### src/rtl/keypad_entry_ctrl.sv
// keypad_entry_ctrl
// Turns decoded key presses from the keypad scanner into multi-digit
// packed-BCD commands. '*' deletes the newest digit and '#' commits the entry.
// A committed entry is offered downstream over a valid/ready handshake.
// An inactivity timer discards entries that are left unfinished.
module keypad_entry_ctrl #(
    parameter int  MAX_DIGITS     = 4,
    parameter int  TIMEOUT_CYCLES = 1_000_000,
    localparam int LW             = $clog2(MAX_DIGITS + 1)
) (
    input  logic                      clk,
    input  logic                      rst,
    input  logic                      key_valid,
    input  logic [3:0]                key_code,
    output logic [4*MAX_DIGITS-1:0]   entry_value,
    output logic [LW-1:0]             entry_len,
    output logic                      cmd_valid,
    input  logic                      cmd_ready,
    output logic [4*MAX_DIGITS-1:0]   cmd_value,
    output logic [LW-1:0]             cmd_len,
    output logic                      busy,
    output logic                      err
);

    localparam int DW = 4 * MAX_DIGITS;
    localparam int TW = $clog2(TIMEOUT_CYCLES);

    localparam logic [1:0] ST_IDLE   = 2'd0;
    localparam logic [1:0] ST_ENTRY  = 2'd1;
    localparam logic [1:0] ST_COMMIT = 2'd2;

    logic [1:0]    state_reg,       state_next;
    logic [DW-1:0] entry_value_reg, entry_value_next;
    logic [LW-1:0] entry_len_reg,   entry_len_next;
    logic          cmd_valid_reg,   cmd_valid_next;
    logic [DW-1:0] cmd_value_reg,   cmd_value_next;
    logic [LW-1:0] cmd_len_reg,     cmd_len_next;
    logic [TW-1:0] timer_reg,       timer_next;
    logic          busy_reg,        busy_next;
    logic          err_reg,         err_next;

    logic key_digit;
    logic key_star;
    logic key_hash;
    logic key_any;

    // Classify the incoming key; codes 12..15 match nothing and are ignored
    always_comb begin
        key_digit = key_valid && (key_code <= 4'd9);
        key_star  = key_valid && (key_code == 4'd10);
        key_hash  = key_valid && (key_code == 4'd11);
        key_any   = key_valid && (key_code <= 4'd11);
    end

    // Next-state and datapath: one key (or one timeout) handled per cycle
    always_comb begin
        state_next       = state_reg;
        entry_value_next = entry_value_reg;
        entry_len_next   = entry_len_reg;
        cmd_valid_next   = cmd_valid_reg;
        cmd_value_next   = cmd_value_reg;
        cmd_len_next     = cmd_len_reg;
        timer_next       = '0;
        err_next         = 1'b0;

        case (state_reg)
            ST_IDLE: begin
                // '*' and '#' on an empty entry do nothing
                if (key_digit) begin
                    entry_value_next = DW'(key_code);
                    entry_len_next   = LW'(1);
                    state_next       = ST_ENTRY;
                end
            end

            ST_ENTRY: begin
                if (key_any) begin
                    // Any recognised key, even a dropped overflow digit,
                    // counts as activity; a key also beats a timeout.
                    if (key_digit) begin
                        if (entry_len_reg == LW'(MAX_DIGITS)) begin
                            err_next = 1'b1;
                        end else begin
                            entry_value_next = (entry_value_reg << 4) | DW'(key_code);
                            entry_len_next   = entry_len_reg + LW'(1);
                        end
                    end else if (key_star) begin
                        entry_value_next = entry_value_reg >> 4;
                        entry_len_next   = entry_len_reg - LW'(1);
                        if (entry_len_reg == LW'(1)) begin
                            state_next = ST_IDLE;
                        end
                    end else begin
                        cmd_value_next = entry_value_reg;
                        cmd_len_next   = entry_len_reg;
                        cmd_valid_next = 1'b1;
                        state_next     = ST_COMMIT;
                    end
                end else if (timer_reg == TW'(TIMEOUT_CYCLES - 1)) begin
                    entry_value_next = '0;
                    entry_len_next   = '0;
                    err_next         = 1'b1;
                    state_next       = ST_IDLE;
                end else begin
                    timer_next = timer_reg + TW'(1);
                end
            end

            ST_COMMIT: begin
                // Keys are swallowed here; only the handshake moves us on
                if (cmd_valid_reg && cmd_ready) begin
                    cmd_valid_next   = 1'b0;
                    entry_value_next = '0;
                    entry_len_next   = '0;
                    state_next       = ST_IDLE;
                end
            end

            default: begin
                entry_value_next = '0;
                entry_len_next   = '0;
                cmd_valid_next   = 1'b0;
                state_next       = ST_IDLE;
            end
        endcase

        busy_next = (state_next != ST_IDLE);
    end

    // State and output registers; active-low reset clears everything at once
    always_ff @(posedge clk or negedge rst) begin
        if (!rst) begin
            state_reg       <= ST_IDLE;
            entry_value_reg <= '0;
            entry_len_reg   <= '0;
            cmd_valid_reg   <= 1'b0;
            cmd_value_reg   <= '0;
            cmd_len_reg     <= '0;
            timer_reg       <= '0;
            busy_reg        <= 1'b0;
            err_reg         <= 1'b0;
        end else begin
            state_reg       <= state_next;
            entry_value_reg <= entry_value_next;
            entry_len_reg   <= entry_len_next;
            cmd_valid_reg   <= cmd_valid_next;
            cmd_value_reg   <= cmd_value_next;
            cmd_len_reg     <= cmd_len_next;
            timer_reg       <= timer_next;
            busy_reg        <= busy_next;
            err_reg         <= err_next;
        end
    end

    assign entry_value = entry_value_reg;
    assign entry_len   = entry_len_reg;
    assign cmd_valid   = cmd_valid_reg;
    assign cmd_value   = cmd_value_reg;
    assign cmd_len     = cmd_len_reg;
    assign busy        = busy_reg;
    assign err         = err_reg;

endmodule
### config.mk
export PLATFORM = sky130hd
export DESIGN_NAME = keypad_entry_ctrl
export DESIGN_NICKNAME = d
export VERILOG_FILES = /design/src/rtl/keypad_entry_ctrl.sv
export SDC_FILE = /design/constraint.sdc
export NUM_CORES = 1
export LEC_CHECK = 0
export BUFFER_PORTS_ARGS = -buffer_cell sky130_fd_sc_hd__buf_2
export CAP_MARGIN = 20
export CORE_MARGIN = 8
export CORE_UTILIZATION = 50
export DETAILED_ROUTE_END_ITERATION = 8
export PLACE_DENSITY = 0.75
export SLEW_MARGIN = 20
export SYNTH_ARGS = -nofsm -noshare
export SYNTH_HDL_FRONTEND = slang
export SYNTH_SLANG_ARGS = --single-unit
### constraint.sdc
create_clock -name clk -period 2.55 [get_ports clk]
set_input_delay 0.255 -clock clk [delete_from_list [all_inputs] [get_ports clk]]
set_output_delay 0.255 -clock clk [all_outputs]
set_load 0.02 [all_outputs]
# [Yosys cells after proc, flatten, opt, wreduce, memory -nomap -nowiden]
# Index checks and enable logic that the tools add are counted.
[op_classes] addsub=3 n_lt_le_gt_ge=2 n_eq_ne=14 mux=37 bitwise=4 reduce_logical=9
[ops] cell="$mux 16" count=7
[ops] cell="$mux 20" count=3
[ops] cell="$pmux 16 s3" count=1
[ops] cell="$mux 3" count=7
[ops] cell="$add 20x1->20 const B" count=1
[ops] cell="$eq 20x20->1 const B" count=1
[ops] cell="$or 16x4->16" count=1
[ops] cell="$mux 2" count=7
[ops] cell="$ne 2x2->1 const B" count=5
[ops] cell="$reduce_and 5->1" count=2
[ops] cell="$mux 1" count=9
[ops] cell="$pmux 3 s3" count=1
[ops] cell="$le 4x4->1 const B" count=2
[ops] cell="$ne 4x4->1 const B" count=2
[ops] cell="$pmux 2 s3" count=1
[ops] cell="$eq 4x4->1 const B" count=1
[ops] cell="$logic_and 1x1->1" count=4
[ops] cell="$reduce_and 4->1" count=1
[ops] cell="$add 3x1->3 const B" count=1
[ops] cell="$eq 3x1->1 const B" count=1
[ops] cell="$eq 3x3->1 const B" count=1
[ops] cell="$ne 3x3->1 const B" count=1
[ops] cell="$not 1->1" count=3
[ops] cell="$pmux 1 s3" count=1
[ops] cell="other kinds (5)" count=5
[word_totals] register_bits=63 output_inout_bits=41 elab_cells=78

# [Longest topological paths before layout]
[logic_depth] word_depth=7 mapped_depth=9 depth_no_buf=7

# [Worst setup path before layout]
# OpenSTA, ideal clock, no wires.
[synth_path] path_kind="reg2reg" startpoint="register timer_reg[0]" endpoint="register entry_len_reg[2] (netlist: entry_len[2])" setup_time_ns=0.126 arrival_time_ns=1.942 required_time_ns=2.424 setup_slack_ns=0.482 stages_incl_launch_ff=9 period_less_slack_ns=2.068 cell_sequence="dfrtp_1 -> ha_1 -> nand4_1 -> nor4_4 -> a21o_4 -> nand2b_2 -> buf_6 -> buf_6 -> a221o_1"
[synth_between] elab_chain_cells=3
[synth_rtl] element="start: declaration" line_no="38" text="logic [TW-1:0] timer_reg, timer_next;"
[synth_rtl] element="start signal: assignment" line_no="149" text="timer_reg <= timer_next;"
[synth_rtl] element="$eq 20x20->1" line_no="99" text="end else if (timer_reg == TW'(TIMEOUT_CYCLES - 1)) begin"
[synth_rtl] element="$ne 3x3->1 (no source line)"
[synth_rtl] element="$reduce_and 5->1 (no source line)"
[synth_rtl] element="end signal: assignment" line_no="145" text="entry_len_reg <= entry_len_next;"
[synth_rtl] element="end: declaration" line_no="34" text="logic [LW-1:0] entry_len_reg, entry_len_next;"
# No other way between the ends.
# A chain may end at the register's enable or synchronous reset.

# [Final worst setup path]
# Same ends and word-level chain as after synthesis.

==> flow_summary.yaml <==
timing:
  rsz0062_at_grt: "no"
  drv_slew: 0
  period_needed_ns: 2.22
  finalClockSkew_ns: 0.0109
  maxClockFrequency_mhz: 451
  worstMarginPinSlew_ns: 0.729
  whs_ns: 0.279
  hold_violations: 0
  relSlewSlack_pct: 51.4
  fin_ws_ns: 0.334
  setup_viol: 0
  setup_tns_ns: 0
  fin_crit_sh_pct: 86.9
synth:
  ys_seq_elements: 63
  synth-edff-count: 0
  yosysWarnings: 0
  netlist_instances: 274
  synthesis.nets: 287
  seq_area_frac_synth_pct: 52.5
  synth_area_um2: 3000
  syn_area_per_cell_um2: 11.0
  synth_ff_type: "dfrtp_1"
  synth.distinct_cells: 39
  async_reset_ff_share_pct: 100
power_and_ir_drop:
  ir_worst_vdd_uv: 424
  netSwitchingFraction_pct: 28.3
  p_int_uw: 1880
  p_switching_uw: 740
  p_seq_share_pct: 44.3
  p_leak_uw: 0.00173
  comb_power_share_pct: 18.7
  finalPower_uw: 2620
  p_clk_share_pct: 37.0
  powerDensity_nw_per_um2: 735
drt:
  met3_length_um: 376
  ant_nets: 0
  dr.pass1.iters: 4
  vias_per_cell: 5.28
  drtIter0Drc: 116
  drc: 0
  wl_met1_um: 2860
  wl_per_cell_um: 15.4
  via_count: 2158
  route.met2.wl_um: 2960
  routed_wl_um: 6280
  top_layer: "met4"
die:
  io_pins: 49
  start_util_pct: 51.3
  die_w_um: 93.5
  num_rows: 28
  die_y_um: 93.5
  design.core.area_um2: 5850
  die_area_um2: 8740
cts:
  post_cts_buffers: 0
  cts_hold_buf: 1
  htree_levels: 3
  cts_made_buffers: 9
  insertion_delay_ns: 0.34
  cts_tree: "built"
  path_clk_slew_ns: 0.07
  clock_tree.buffer_depth: 2
  cts_sinks: 63
  clock-root-buffer: "clkbuf_8"
  cts-resized-gates: 0
setup_path:
  timing.rr.start: "timer_reg[0]"
  worstPathRequired_ns: 2.77
  start_kind: "register"
  cp.arrival_ns: 2.44
  timing.rr.end: "entry_len[2]"
  crit_fanout: 19
  crit_type: "register to register"
  r2r_cells: 6
  end_kind: "register"
  rrSetupSlack_ns: 0.33
layout:
  drive_gt1_share_pct: 30.8
  post-route-util_pct: 60.9
  fillers: 496
  syn_to_final_growth_pct: 18.7
  fin_nets: 342
  diodes: 0
  largest_reg_flops: 20
placed_design:
  numPortBuffers: 48
  dp_slack_ns: 0.301
  hpwl_um: 4500
  gp_congestion: 0.806
status:
  status: "completed"
grt:
  grt_pass1_wl_um: 10900
  grt_overflow: 0
  antenna_found_initial: 0
  grt_pass1_vias: 2270
  grt_use_total_pct: 15.9
  grt_start_max_net_pins: 34
min_path:
  min_to: "state_reg[0]"
  hold_class: "input pin to register"
  holdPathStages: 3
  min_from: "key_valid"
run:
  maxCapViolCount: 0
## critical path: stages, from the launching register on
cell and delay (ns):
dfrtp_1 0.38, ha_1 0.22, nand4_1 0.26, nor4_4 0.35, a21o_4 0.16, nand2b_2 0.29
a221o_1 0.44
## stage by stage
stage               cell area [µm²]  std cells
finish                         3560        409
global route                   3560        409
CTS                            3560        409
detailed placement             3330        392
global placement               3330        392
floorplan                      3000        274
## worst max path at each step
stage | start | endpoint | slack (ns) | depth (start not counted)
2_1_floorplan | timer_reg[0] | entry_len[2] | 0.48 | 8
3_3_place_gp | timer_reg[0] | entry_len[2] | 0.37 | 6
3_5_place_dp | timer_reg[0] | entry_len[2] | 0.30 | 6
4_1_cts | timer_reg[0] | entry_len[2] | 0.30 | 6
5_1_grt | timer_reg[0] | entry_len[2] | 0.20 | 6
6_report | timer_reg[0] | entry_len[2] | 0.33 | 6
## layout by cell type (no fill, tap or decap), types with 6 or more instances in the layout
cell type / count
o21ai_0: 7
dfrtp_1: 63
inv_1: 13
nand4_1: 6
nand2_1: 32
buf_2: 48
clkbuf_8: 11
xor2_1: 9
xnor2_1: 10
nor2_1: 27
a21oi_1: 11
mux2_2: 33
nand3_1: 10
## Yosys cell counts (5+ instances only)
cell type	count	area share, %
ha_1	5	2.1
xnor2_1	10	2.9
inv_1	13	1.6
nand3_1	10	1.7
nand4_1	6	1.3
clkbuf_1	6	0.75
nand2_1	32	4.0
mux2i_1	5	1.7
mux2_2	33	12
a21oi_1	11	1.8
nor2_1	27	3.4
dfrtp_1	63	53
o21ai_0	7	1.2
xor2_1	9	2.6
## final cells by class
| cell class | instances | area, µm² | share of cell area, % |
|---|---|---|---|
| timing repair buffer | 53 | 293 | 8.22 |
| multi-input combinational | 189 | 1330 | 37.2 |
| sequential | 63 | 1580 | 44.3 |
| inverter | 13 | 48.8 | 1.37 |
| clock buffer | 13 | 159 | 4.46 |
| tap | 75 | 93.8 | 2.63 |
| clock inverter | 3 | 65.1 | 1.83 |
## logic make-up (layout without fill, tap and decap cells)
family / Yosys count / in the layout / synth area share, %
xor gates and xnor gates: 19 / 19 / 5.54
adders and majority gates: 5 / 5 / 2.08
DFF: 63 / 63 / 52.5
muxes: 38 / 38 / 14.0
and+or+nand+nor: 99 / 99 / 16.5
AOI/OAI and AO/OA: 28 / 28 / 5.96
buffers and inverters: 22 / 82 / 3.29
## power by group through the flow
| stage | logic (µW) | clock network [µW] | registers [µW] |
|---|---|---|---|
| 2_1_floorplan | 250 | 0 | 1260 |
| 3_3_place_gp | 489 | 0 | 1170 |
| 3_5_place_dp | 497 | 0 | 1180 |
| 4_1_cts | 500 | 995 | 1160 |
| 5_1_grt | 543 | 1050 | 1180 |
| 6_report | 491 | 969 | 1160 |
## metal layers
metal / global-route usage (%) / vias up
met3: 6.49 / 8
met5: 0 / -
met1: 19.9 / 1051
li1: - / 1052
met2: 24.0 / 47
met4: 5.64 / 0
No activity file was read; power rests on OpenSTA's default activity.
